==> src/rtl/mem_bridge_if.sv <==
// mem_bridge_if
//   Bundles the CPU M-stage memory port and the slave bus of mem_bridge.
//   Signal names follow the bridge's external port list.
//   Modports:
//     master : bridge view. It drives the slave bus and the CPU return path.
//     slave  : environment view (CPU + slaves). It drives the request, acks and read data.
//   CPU side  : cpu_req/we/addr/byteen/wdata in, cpu_rdata/stall/err/excCode out
//   Slave side: s_sel/addr/we/byteen/wdata out, s_ack + {dm,t0,t1,ig}_rdata in
interface mem_bridge_if;
    logic        cpu_req;
    logic        cpu_we;
    logic [31:0] cpu_addr;
    logic [3:0]  cpu_byteen;
    logic [31:0] cpu_wdata;
    logic [31:0] cpu_rdata;
    logic        cpu_stall;
    logic        cpu_err;
    logic [4:0]  cpu_excCode;
    logic [3:0]  s_sel;
    logic [31:0] s_addr;
    logic        s_we;
    logic [3:0]  s_byteen;
    logic [31:0] s_wdata;
    logic [3:0]  s_ack;
    logic [31:0] dm_rdata;
    logic [31:0] t0_rdata;
    logic [31:0] t1_rdata;
    logic [31:0] ig_rdata;

    modport master (
        input  cpu_req, cpu_we, cpu_addr, cpu_byteen, cpu_wdata,
        output cpu_rdata, cpu_stall, cpu_err, cpu_excCode,
        output s_sel, s_addr, s_we, s_byteen, s_wdata,
        input  s_ack, dm_rdata, t0_rdata, t1_rdata, ig_rdata
    );

    modport slave (
        output cpu_req, cpu_we, cpu_addr, cpu_byteen, cpu_wdata,
        input  cpu_rdata, cpu_stall, cpu_err, cpu_excCode,
        input  s_sel, s_addr, s_we, s_byteen, s_wdata,
        output s_ack, dm_rdata, t0_rdata, t1_rdata, ig_rdata
    );
endinterface

==> src/rtl/mem_bridge.sv <==
// mem_bridge
//   Multi-cycle bridge from the CPU M-stage memory port to DM, Timer0,
//   Timer1 and the interrupt generator. Each request is decoded in IDLE.
//   A legal request drives one slave in ACCESS until that slave acks, then
//   completes in DONE. An illegal request, or a slave that never answers,
//   ends in a one-cycle ERR with excCode 4 (load) / 5 (store).
//   Ports:
//     clk    : rising-edge clock
//     reset  : asynchronous, active-low
//     bus    : mem_bridge_if.master (CPU port + slave bus)
//   Parameter:
//     TIMEOUT: ACCESS cycles to wait for ack before ERR (1..15)
//   Build option:
//     BRIDGE_TIMEOUT_EN: when defined, the ack timeout is built in. When it
//     is undefined, ACCESS waits forever and TIMEOUT is ignored.
module mem_bridge #(
    parameter int TIMEOUT = 15
) (
    input  logic         clk,
    input  logic         reset,
    mem_bridge_if.master bus
);

    typedef enum logic [1:0] {IDLE, ACCESS, DONE, ERR} state_t;

    state_t      stateQ, stateD;

    logic [3:0]  selQ, selD;
    logic [31:0] addrQ, wdataQ, rdataQ;
    logic        weQ;
    logic [3:0]  byteenQ;
    logic        errQ, errD;
    logic [4:0]  excQ, excD;
    logic        latchReq, captureRdata;

    // ---------------- request decode ----------------
    logic        isDm, isT0, isT1, isIg;
    logic        isWord, isHalf, isByte;
    logic        badEnc, badAlign, badWidth, badStore, reqLegal;
    logic [3:0]  decSel;

    always_comb begin
        isDm   = bus.cpu_addr < 32'h0000_3000;
        // Timer windows are 12 bytes: the fourth word of each 16-byte block is unmapped.
        isT0   = (bus.cpu_addr[31:4] == 28'h00007f0) && (bus.cpu_addr[3:2] != 2'd3);
        isT1   = (bus.cpu_addr[31:4] == 28'h00007f1) && (bus.cpu_addr[3:2] != 2'd3);
        isIg   = (bus.cpu_addr[31:2] == 30'h00001fc8);
        decSel = {isIg, isT1, isT0, isDm};

        isWord = (bus.cpu_byteen == 4'b1111);
        isHalf = (bus.cpu_byteen == 4'b0011) || (bus.cpu_byteen == 4'b1100);
        isByte = (bus.cpu_byteen == 4'b0001) || (bus.cpu_byteen == 4'b0010) ||
                 (bus.cpu_byteen == 4'b0100) || (bus.cpu_byteen == 4'b1000);
        // Enable patterns the CPU never issues are rejected, not forwarded.
        badEnc   = !(isWord || isHalf || isByte);
        badAlign = (isWord && (bus.cpu_addr[1:0] != 2'd0)) || (isHalf && bus.cpu_addr[0]);
        badWidth = (isT0 || isT1 || isIg) && !isWord;
        // The timer COUNT register is read-only.
        badStore = (isT0 || isT1) && bus.cpu_we && (bus.cpu_addr[3:2] == 2'd2);
        reqLegal = (|decSel) && !badEnc && !badAlign && !badWidth && !badStore;
    end

    // ---------------- selected-slave return path ----------------
    logic        selAck;
    logic [31:0] selRdata;

    always_comb begin
        selAck   = |(bus.s_ack & selQ);
        selRdata = 32'h0;
        if (selQ[0])      selRdata = bus.dm_rdata;
        else if (selQ[1]) selRdata = bus.t0_rdata;
        else if (selQ[2]) selRdata = bus.t1_rdata;
        else if (selQ[3]) selRdata = bus.ig_rdata;
    end

    // ---------------- ack timeout ----------------
    logic timeoutHit;

`ifdef BRIDGE_TIMEOUT_EN
    logic [3:0] cnt;

    // cnt counts the ACCESS cycles already spent without ack. When it
    // reaches TIMEOUT-1 in an ack-less cycle, that cycle is the TIMEOUT-th
    // one and the bridge gives up.
    assign timeoutHit = (cnt == 4'(TIMEOUT - 1));

    always_ff @(posedge clk or negedge reset) begin
        if (!reset)                          cnt <= 4'd0;
        else if (stateQ == IDLE)             cnt <= 4'd0;
        else if (stateQ == ACCESS && !selAck) cnt <= cnt + 4'd1;
    end
`else
    logic unusedTimeout;
    assign unusedTimeout = ^TIMEOUT;
    assign timeoutHit    = 1'b0;
`endif

    // ---------------- FSM: state register ----------------
    always_ff @(posedge clk or negedge reset) begin
        if (!reset) stateQ <= IDLE;
        else        stateQ <= stateD;
    end

    // ---------------- FSM: next state ----------------
    always_comb begin
        stateD = stateQ;
        case (stateQ)
            IDLE:    if (bus.cpu_req) stateD = reqLegal ? ACCESS : ERR;
            ACCESS:  if (selAck)          stateD = DONE;
                     else if (timeoutHit) stateD = ERR;
            DONE:    stateD = IDLE;
            ERR:     stateD = IDLE;
            default: stateD = IDLE;
        endcase
    end

    // ---------------- FSM: outputs / register next-values ----------------
    always_comb begin
        selD         = 4'd0;
        errD         = 1'b0;
        excD         = 5'd0;
        latchReq     = 1'b0;
        captureRdata = 1'b0;
        case (stateQ)
            IDLE: if (bus.cpu_req) begin
                if (reqLegal) begin
                    selD     = decSel;
                    latchReq = 1'b1;
                end else begin
                    errD = 1'b1;
                    excD = bus.cpu_we ? 5'd5 : 5'd4;
                end
            end
            ACCESS: begin
                if (selAck) begin
                    captureRdata = 1'b1;
                end else if (timeoutHit) begin
                    errD = 1'b1;
                    excD = weQ ? 5'd5 : 5'd4;
                end else begin
                    selD = selQ;
                end
            end
            default: ;
        endcase
    end

    assign bus.cpu_stall = bus.cpu_req && (stateQ == IDLE || stateQ == ACCESS);

    // ---------------- registered datapath ----------------
    always_ff @(posedge clk or negedge reset) begin
        if (!reset) begin
            selQ    <= 4'd0;
            addrQ   <= 32'h0;
            weQ     <= 1'b0;
            byteenQ <= 4'd0;
            wdataQ  <= 32'h0;
            rdataQ  <= 32'h0;
            errQ    <= 1'b0;
            excQ    <= 5'd0;
        end else begin
            selQ <= selD;
            errQ <= errD;
            excQ <= excD;
            if (latchReq) begin
                addrQ   <= bus.cpu_addr;
                weQ     <= bus.cpu_we;
                byteenQ <= bus.cpu_byteen;
                wdataQ  <= bus.cpu_wdata;
            end
            if (captureRdata) rdataQ <= selRdata;
        end
    end

    assign bus.s_sel       = selQ;
    assign bus.s_addr      = addrQ;
    assign bus.s_we        = weQ;
    assign bus.s_byteen    = byteenQ;
    assign bus.s_wdata     = wdataQ;
    assign bus.cpu_rdata   = rdataQ;
    assign bus.cpu_err     = errQ;
    assign bus.cpu_excCode = excQ;

endmodule

==> src/flat_wrapper.sv <==
// flat-port wrapper written by rule: the top's interface ports become plain ports
module mem_bridge_flat 
#(
    parameter int TIMEOUT = 15
)
  (clk, reset, bus_cpu_req, bus_cpu_we, bus_cpu_addr, bus_cpu_byteen, bus_cpu_wdata, bus_cpu_rdata, bus_cpu_stall, bus_cpu_err, bus_cpu_excCode, bus_s_sel, bus_s_addr, bus_s_we, bus_s_byteen, bus_s_wdata, bus_s_ack, bus_dm_rdata, bus_t0_rdata, bus_t1_rdata, bus_ig_rdata);
  mem_bridge_if bus_i ();
  input  logic clk;
  input  logic reset;
  input wire logic [$bits(bus_i.cpu_req)-1:0] bus_cpu_req;
  input wire logic [$bits(bus_i.cpu_we)-1:0] bus_cpu_we;
  input wire logic [$bits(bus_i.cpu_addr)-1:0] bus_cpu_addr;
  input wire logic [$bits(bus_i.cpu_byteen)-1:0] bus_cpu_byteen;
  input wire logic [$bits(bus_i.cpu_wdata)-1:0] bus_cpu_wdata;
  output wire logic [$bits(bus_i.cpu_rdata)-1:0] bus_cpu_rdata;
  output wire logic [$bits(bus_i.cpu_stall)-1:0] bus_cpu_stall;
  output wire logic [$bits(bus_i.cpu_err)-1:0] bus_cpu_err;
  output wire logic [$bits(bus_i.cpu_excCode)-1:0] bus_cpu_excCode;
  output wire logic [$bits(bus_i.s_sel)-1:0] bus_s_sel;
  output wire logic [$bits(bus_i.s_addr)-1:0] bus_s_addr;
  output wire logic [$bits(bus_i.s_we)-1:0] bus_s_we;
  output wire logic [$bits(bus_i.s_byteen)-1:0] bus_s_byteen;
  output wire logic [$bits(bus_i.s_wdata)-1:0] bus_s_wdata;
  input wire logic [$bits(bus_i.s_ack)-1:0] bus_s_ack;
  input wire logic [$bits(bus_i.dm_rdata)-1:0] bus_dm_rdata;
  input wire logic [$bits(bus_i.t0_rdata)-1:0] bus_t0_rdata;
  input wire logic [$bits(bus_i.t1_rdata)-1:0] bus_t1_rdata;
  input wire logic [$bits(bus_i.ig_rdata)-1:0] bus_ig_rdata;
  assign bus_i.cpu_req = bus_cpu_req;
  assign bus_i.cpu_we = bus_cpu_we;
  assign bus_i.cpu_addr = bus_cpu_addr;
  assign bus_i.cpu_byteen = bus_cpu_byteen;
  assign bus_i.cpu_wdata = bus_cpu_wdata;
  assign bus_cpu_rdata = bus_i.cpu_rdata;
  assign bus_cpu_stall = bus_i.cpu_stall;
  assign bus_cpu_err = bus_i.cpu_err;
  assign bus_cpu_excCode = bus_i.cpu_excCode;
  assign bus_s_sel = bus_i.s_sel;
  assign bus_s_addr = bus_i.s_addr;
  assign bus_s_we = bus_i.s_we;
  assign bus_s_byteen = bus_i.s_byteen;
  assign bus_s_wdata = bus_i.s_wdata;
  assign bus_i.s_ack = bus_s_ack;
  assign bus_i.dm_rdata = bus_dm_rdata;
  assign bus_i.t0_rdata = bus_t0_rdata;
  assign bus_i.t1_rdata = bus_t1_rdata;
  assign bus_i.ig_rdata = bus_ig_rdata;
  mem_bridge #(.TIMEOUT(TIMEOUT)) u_core (.clk(clk), .reset(reset), .bus(bus_i));
endmodule
==> config.mk <==
export PLATFORM = sky130hd
export DESIGN_NAME = mem_bridge_flat
export DESIGN_NICKNAME = d
export VERILOG_FILES = /design/src/rtl/mem_bridge_if.sv /design/src/rtl/mem_bridge.sv /design/src/flat_wrapper.sv
export SDC_FILE = /design/constraint.sdc
export NUM_CORES = 1
export LEC_CHECK = 0
export CAP_MARGIN = 15
export CORE_AREA = 2 2 121 123
export DETAILED_ROUTE_END_ITERATION = 10
export DIE_AREA = 0 0 123 125
export GPL_TIMING_DRIVEN = 1
export PLACE_DENSITY = 0.81
export SLEW_MARGIN = 40
export SYNTH_ARGS = -nofsm -noshare
export SYNTH_HDL_FRONTEND = slang
export SYNTH_SLANG_ARGS = --single-unit
==> constraint.sdc <==
create_clock -name clk -period 2.05 [get_ports clk]
set_clock_uncertainty 0.05 [all_clocks]
set_input_delay 0.3075 -clock clk [delete_from_list [all_inputs] [get_ports clk]]
set_output_delay 0.3075 -clock clk [all_outputs]
set_load 0.02 [all_outputs]
==> impl_results.md, run 1 <==
* Status: complete, but fails checks
* Violated checks: negative hold slack
* Maximum root-to-sink buffer count at 2
* Total of endpoints with negative setup slack in the final report at 0
* Asr flop ratio synth at 100%
* Area of the mapped netlist at 5280 µm²
* Worst slew margin at 61.0%
* Number of synthesized register bits at 109
* TritonCTS clock tree: built
* Tot GR Track Use at 24.8%
* Sequential cell area fraction in the yosys report at 51.7%
* Fin. max-slew vios at 0
* Fraction of the mapped netlist area in simple logic gates at about 16%
* Area of the core region at roughly 14000 µm²
* Final hold viol count at 19
* Number of synthesized flops with an enable pin at 0
* Most frequently used cell type in the post-synthesis netlist: dfrtp_1
* Compound-Gate Fraction of Synth Area at 14.0%
* Post-Synthesis Cells at 466
* Fraction of power consumed by sequential logic at between 40% and 50%
* Cell type with the highest aggregate area in the netlist: dfrtp_1
* Clock network fraction of total power at 38.6%
* Hold buffers post-CTS at 0
* Worst R2R Start: u_core.stateQ[1]
* Register-to-register setup slack at 0.17 ns
* Setup repair after global routing missed its margin: yes
* DRC marker count from the first detailed-route iteration at 271
* Grt total ovfl at 0
* Worst reg2reg path depth at 6
* Portion of synthesized cell area occupied by the leading cell type at between 50% and 60%
* Slew at the pin closest to its max-slew limit at 0.584 ns
* Arrival time of data at the critical path endpoint at roughly 2.2 ns
* Internal cell power at 3.60 mW
* Critical path class: input pin to flop
* Most area-consuming cells after synthesis: dfrtp_1, mux2_4, a21oi_1, a221oi_1, nor2b_1
* Global-route wire length before repair at between 20000 and 30000 µm
* CP endpoint: u_core.bus.s_wdata[14]
* Vias in the first global route at around 5.5k
* Critical Path RT at 2.23 ns
* Max FO, Critical Path at 6
* Vias per inst at about 5.1
* Post-layout net count at 1008
* Count of pins on the block boundary at 316
* Buffers on Ports at 312
* Prevailing post-synth register cell: dfrtp_1
* Final total power at 4.65 mW
* Initial antenna violation count at 1
* Total length of routed wires at 19500 µm
* Clock transition at the register clock pins on the worst setup and hold paths after CTS at 0.07 ns
* Pin count of the biggest net entering global routing at 110
* Synthesized-area fraction occupied by adder cells at 0%
* Detailed-route via count at 5085
* Count of unique library cells instantiated by Yosys at 39
* Number of max-cap violations at 0
* Capturing point of the worst reg2reg path: u_core.bus.s_wdata[14]
* Fraction of layout cells with a size suffix above 1 at a little under a fifth
* Multiplexer fraction of the synthesized cell area at 14.6%
* Main combinational cell family by area after synthesis: simple AND/OR/NAND/NOR gates
* Sum of net half-perimeters after detailed placement at roughly 14000 µm
* Total net switching power at 1.05 mW
* Initial Util at 37.2%
* Synthesis warning total at 0
* Combinational share of power at 14.3%
* Routability cong. at 0.910
* Number of buffers created by CTS at 9
* H-Tree Level Count at 3
* Clock net sink count at 109
* Maximum VDD drop at between 0.3 and 0.4 mV
* Nature of the critical path startpoint: input pin
* Die span in x at 123 µm
* XOR/XNOR share of the synthesized area at 0%
* Remaining antenna violation count after routing at 0
* Maximum clock frequency at 489 MHz
* Crit path from: bus_cpu_addr[24]
* Mean cell area of the mapped netlist at 11.3 µm²
* Worst hold slack across all endpoints at -0.0329 ns
* Cell types with the highest counts after synthesis: dfrtp_1, a21oi_1, mux2_4
* Type of the most critical hold path: input pin to async pin
* Number of iterations in the first detailed-routing pass at 4
* Clk Tree Root Cell: clkbuf_16
* Total instance count after detailed placement at between 900 and 1k
* Area Overhead vs Synth at 77.2%
* Static Leak at 4.25 nW
* Standard-cell rows at 44
* Worst Setup End Kind: flop
* Sw Ratio at 22.6%
* Fill cell total of the finished layout at 1058
* Skew-Pair Late Insertion Delay at 0.35 ns
* Non-filler cells, final at between 900 and 1k
* Final critical delay including setup and external delays at 2.04 ns
* Total Die Area at 15400 µm²
* Remaining routing DRC violations at 0
* Portion of the clock cycle consumed by the worst path in the final layout at 99.7%
* Routed WL per cell at 19.6 µm
* Die span in y at 125 µm
* Pwr per Cell Area at 498 nW/µm²
==> layout by cell type, fill, tap and decap left out, drive strengths merged, types with 3 or more instances in the layout <==
master,netlist,layout
inv,2,3
dfrtp,109,109
clkdlybuf4s15,0,5
clkdlybuf4s50,0,275
dlygate4sd2,0,20
a21oi,66,66
dlymetal6s2s,0,3
and2,19,19
conb,1,3
o31ai,3,3
a221oi,32,32
buf,13,54
mux2,51,51
clkbuf,26,17
nand4,4,4
nor3,34,34
o211ai,4,4
nor2b,35,35
nand2,8,8
nor4,3,3
nor2,33,33
==> cell families (layout without fill, tap and decap cells) <==
group                  Yosys count  after routing
AOI/OAI and AO/OA              113            113
buffers and inverters           41            382
DFF                            109            109
muxes                           52             52
other                            1              4
and+or+nand+nor                150            150
==> per-stage QoR <==
stage | setup slack (ns) | hold WS (ns) | utilization [%] | setup TNS, ns | area, µm²
6_report | 0.00697 | -0.0329 | 65.8 | 0 | 9350
5_1_grt | -0.0494 | 0.0234 | 65.8 | -1.25 | 9350
4_1_cts | 0.00159 | 0.00111 | 65.5 | 0 | 9310
3_5_place_dp | -0.650 | 0.387 | 62.0 | -42.93 | 8810
3_3_place_gp | -0.567 | 0.372 | 62.0 | -37.99 | 8810
2_1_floorplan | 0.0115 | -0.0381 | - | 0 | 5320
==> sequential cells by signal (all words and copies together) (netlist names) <==
register                flops
u_core.bus.cpu_rdata       32
u_core.bus.s_addr          32
u_core.bus.s_wdata         32
u_core.bus.s_byteen         4
u_core.bus.s_sel            4
u_core.bus.cpu_excCode      2
u_core.stateQ               2
u_core.bus.s_we             1
==> area by class of cell <==
| cell class | count | area, µm² | area share, % |
|---|---|---|---|
| Antenna cell | 1 | 2.50 | 0.0268 |
| Clock buffer | 12 | 246 | 2.64 |
| Clock inverter | 4 | 56.3 | 0.602 |
| Inverter | 2 | 7.51 | 0.0803 |
| Multi-Input combinational cell | 318 | 2430 | 26.0 |
| Sequential cell | 109 | 2730 | 29.2 |
| Tap cell | 184 | 230 | 2.46 |
| Timing Repair Buffer | 364 | 3650 | 39.0 |
==> routing by layer <==
metal	part of all wire, %	vias up	global-route usage [%]	routed length, µm
met2	50	243	42.7	9760
met4	2.6	0	9.56	503
li1	-	2365	-	-
met5	0	-	0	0
met1	39	2447	29.3	7550
met3	8.5	30	6.57	1660
==> power by group through the flow <==
stage	registers (mW)	clock network (mW)	logic, mW
floorplan	2.24	0	0.108
global placement	2.23	0	0.659
detailed placement	2.23	0	0.667
CTS	2.19	1.83	0.662
global route	2.19	1.93	0.707
finish	2.19	1.80	0.665
==> worst max-delay path, stage by stage <==
cell and delay (ns):
dlygate4sd2_1 0.25, nor3_2 0.15, nand4_1 0.27, nor4b_4 0.43
o211ai_4 0.18, buf_12 0.19, buf_12 0.14, mux2_4 0.30
==> repair_timing <==
action	4_1_cts	5_1_grt
gates resized for setup	63	21
pin swaps	15	8
endpoints found under the setup margin	74	69
setup buffers	8	2
cloned	4	2
==> worst min path at each step <==
| stage | depth (start not counted) | slack [ns] | endpoint | start |
|---|---|---|---|---|
| floorplan | 0 | -0.04 | u_core.bus.cpu_excCode[0] | reset |
| global placement | 2 | 0.37 | u_core.bus.s_addr[30] | reset |
| finish | 2 | -0.03 | u_core.bus.s_addr[21] | reset |
| detailed placement | 2 | 0.39 | u_core.bus.s_addr[16] | reset |
| global route | 2 | 0.02 | u_core.bus.s_addr[21] | reset |
| CTS | 2 | 0.001 | u_core.bus.s_addr[16] | reset |
Note: power is estimated with default switching activity, not from simulation.
==> run 2: changes to the inputs <==
--- a/config.mk
+++ b/config.mk
@@ -13,3 +13,2 @@
 export PLACE_DENSITY = 0.81
-export SLEW_MARGIN = 40
 export SYNTH_ARGS = -nofsm -noshare
==> constraint.sdc (replaced) <==
create_clock -name clk -period 2.05 [get_ports clk]
set_clock_uncertainty 0.05 [all_clocks]
set_input_delay 0.41 -clock clk [delete_from_list [all_inputs] [get_ports clk]]
set_output_delay 0.41 -clock clk [all_outputs]
set_load 0.02 [all_outputs]
==> run 2 against run 1 <==
  * The run ends with negative setup slack left
  * Via count rose by 1.3%
  * Sequential share of layout area about the same
  * Largest cell class unchanged
  * Setup slack worse by 0.023 ns
  * Routed wire length fell by 0.14%
  * Combinational power rose by 0.9%
==> impl_results.md, run 2 (synthesized netlist as in run 1, its figures left out) <==
* Detailed-route via count at 5151 (+1.3%)
* Number of max-cap violations at 0 (unchanged)
* Total instance count after detailed placement at 964 (+0.10%)
* Clock net sink count at 109 (unchanged)
* Critical path class: input pin to flop
* Pwr per Cell Area at 488 nW/µm² (-2.0%)
* Die span in y at 125 µm (unchanged)
* Initial Util at 37.2% (unchanged)
* Critical Path RT at 2.23 ns (about the same)
* Violated checks: negative setup slack
* Tot GR Track Use at 25.0% (+0.21 points)
* Global-route wire length before repair at 29700 µm (+1.6%)
* Pin count of the biggest net entering global routing at 110 (unchanged)
* Total Die Area at 15400 µm² (unchanged)
* Die span in x at 123 µm (unchanged)
* Vias per inst at 5.14 (+0.49%)
* Cell type of the slowest stage on the worst timing path: nor4b_4
* Worst hold slack across all endpoints at 0.0491 ns (+0.0821 ns)
* Grt total ovfl at 0 (unchanged)
* Gate family responsible for the most delay along the worst path: simple AND/OR/NAND/NOR gates
* Maximum clock frequency at 484 MHz (-1.1%)
* DRC marker count from the first detailed-route iteration at 250 (-7.7%)
* H-Tree Level Count at 3 (unchanged)
* Area Overhead vs Synth at 77.4%
* Portion of the clock cycle consumed by the worst path in the final layout at 101% (+1.1 points)
* Total of endpoints with negative setup slack in the final report at 14 (+14)
* Type of the most critical hold path: input pin to async pin
* Library cell appearing most often on the critical path: buf_6
* Standard-cell rows at 44 (unchanged)
* Final setup margin at -0.0162 ns (-0.0231 ns)
* Initial antenna violation count at 1 (unchanged)
* Status: complete, but fails checks
* Multi-input gate area at 2450 µm² (+1.0%)
* Routability cong. at 0.881 (-3.2%)
* Total length of routed wires at 19400 µm (-0.14%)
* Max FO, Critical Path at 8 (+2)
* Vias in the first global route at 5480 (+0.22%)
* Worst Setup End Kind: flop
* Routed WL per cell at 19.4 µm (-0.94%)
* Arrival time of data at the critical path endpoint at 2.25 ns (+0.03 ns)
* Final hold viol count at 0 (-19)
* Fill cell total of the finished layout at 1095 (+3.5%)
* Leading cell types in the layout, fill and taps excluded: clkdlybuf4s50_1, dfrtp_1, a21oi_1, buf_4, mux2_4
* Number of iterations in the first detailed-routing pass at 4 (unchanged)
* Fraction of layout cells with a size suffix above 1 at 19.8% (+1.8 points)
* Final critical delay including setup and external delays at 2.07 ns (+0.0231 ns)
* Area of all sequential standard cells at 2730 µm² (unchanged)
* Maximum VDD drop at 0.343 mV (-6.7%)
* Skew-Pair Late Insertion Delay at 0.35 ns (about the same)
* Slew at the pin closest to its max-slew limit at 0.614 ns (+0.0297 ns)
* Static Leak at 4.25 nW (about the same)
* Area of the core region at 14200 µm² (unchanged)
* Fin. max-slew vios at 0 (unchanged)
* Count of pins on the block boundary at 316 (unchanged)
* Critical path, cell by cell: buf_6 > nor4_4 > buf_4 > nand4_1 > nor4b_4 > o211ai_4 > buf_6 > buf_12 > mux2_4
* Remaining antenna violation count after routing at 0 (unchanged)
* Worst slew margin at 59.1% (-2.0 points)
* Maximum root-to-sink buffer count at 2 (unchanged)
* Buffers on Ports at 312 (unchanged)
* Number of buffers created by CTS at 9 (unchanged)
* Post-layout net count at 1016 (+0.79%)
* Most frequent standard cell in the layout excluding fill and tap cells: clkdlybuf4s50_1
* Setup repair after global routing missed its margin: yes
* Hold buffers post-CTS at 0 (unchanged)
* Peak per-stage delay on the critical path at 0.39 ns (-0.04 ns)
* Non-filler cells, final at 1002 (+0.80%)
* Remaining routing DRC violations at 0 (unchanged)
* Sum of net half-perimeters after detailed placement at 13900 µm (-0.87%)
* Clk Tree Root Cell: clkbuf_16
* Clock transition at the register clock pins on the worst setup and hold paths after CTS at 0.08 ns (about the same)
* Worst Path Buf+Inv at 4 (+1)
* TritonCTS clock tree: built
* Nature of the critical path startpoint: input pin
## run 2: where the power goes
part	internal (mW)	leakage (nW)	switching [mW]
clock	0.853	0.137	0.851
sequential	2.17	1.51	0.0196
combinational	0.437	2.60	0.234
total	3.46	4.25	1.10
## run 2: path summary, 6_finish.rpt
kind,startpoint,end,slack [ns],cells past startpoint
setup / recovery,bus_cpu_addr[22],u_core.bus.s_wdata[15],-0.02,9
hold / removal,reset,u_core.bus.s_addr[16],0.05,2
setup reg to reg,u_core.stateQ[1],u_core.bus.s_wdata[15],0.22,6
hold reg to reg,u_core.bus.s_addr[18],u_core.bus.s_addr[18],0.44,1
max in group asynchronous,reset,u_core.bus.s_sel[0],1.37,2
min in group clk,bus_cpu_we,u_core.bus.s_we,0.34,2
## run 2: per-stage QoR
step	setup TNS, ns	total power, mW	setup slack, ns	instance area [µm²]	utilization, %
floorplan	-4.44	2.35	-0.0910	5320	-
global placement	-46.29	2.89	-0.675	8820	62.1
detailed placement	-52.16	2.90	-0.759	8820	62.1
CTS	0	4.61	0.00195	9320	65.6
global route	-2.19	4.77	-0.0733	9360	65.9
finish	-0.0702	4.57	-0.0162	9360	65.9
## run 2: final cells by class
type | instances | area share [%]
timing repair buffer | 372 | 38.9
sequential | 109 | 29.2
clock buffer | 9 | 2.41
antenna | 1 | 0.0267
tap | 184 | 2.46
inverter | 2 | 0.0802
clock inverter | 7 | 0.735
multi-input combinational | 318 | 26.2
## run 2: what timing repair did
action | 4_1_cts | 5_1_grt
resized for setup | 78 | 22
setup endpoints to repair | 77 | 58
setup buffers | 15 | 4
cloned | 4 | 0
endpoints found under the hold margin | 0 | 0
pin swaps | 15 | 9
## run 2: routing by layer
metal	track usage (%)	vias up	part of all wire, %
met5	0	-	0
met4	8.22	0	1.7
met3	7.85	24	9.7
met2	43.4	246	50
met1	29.1	2498	39
li1	-	2383	-
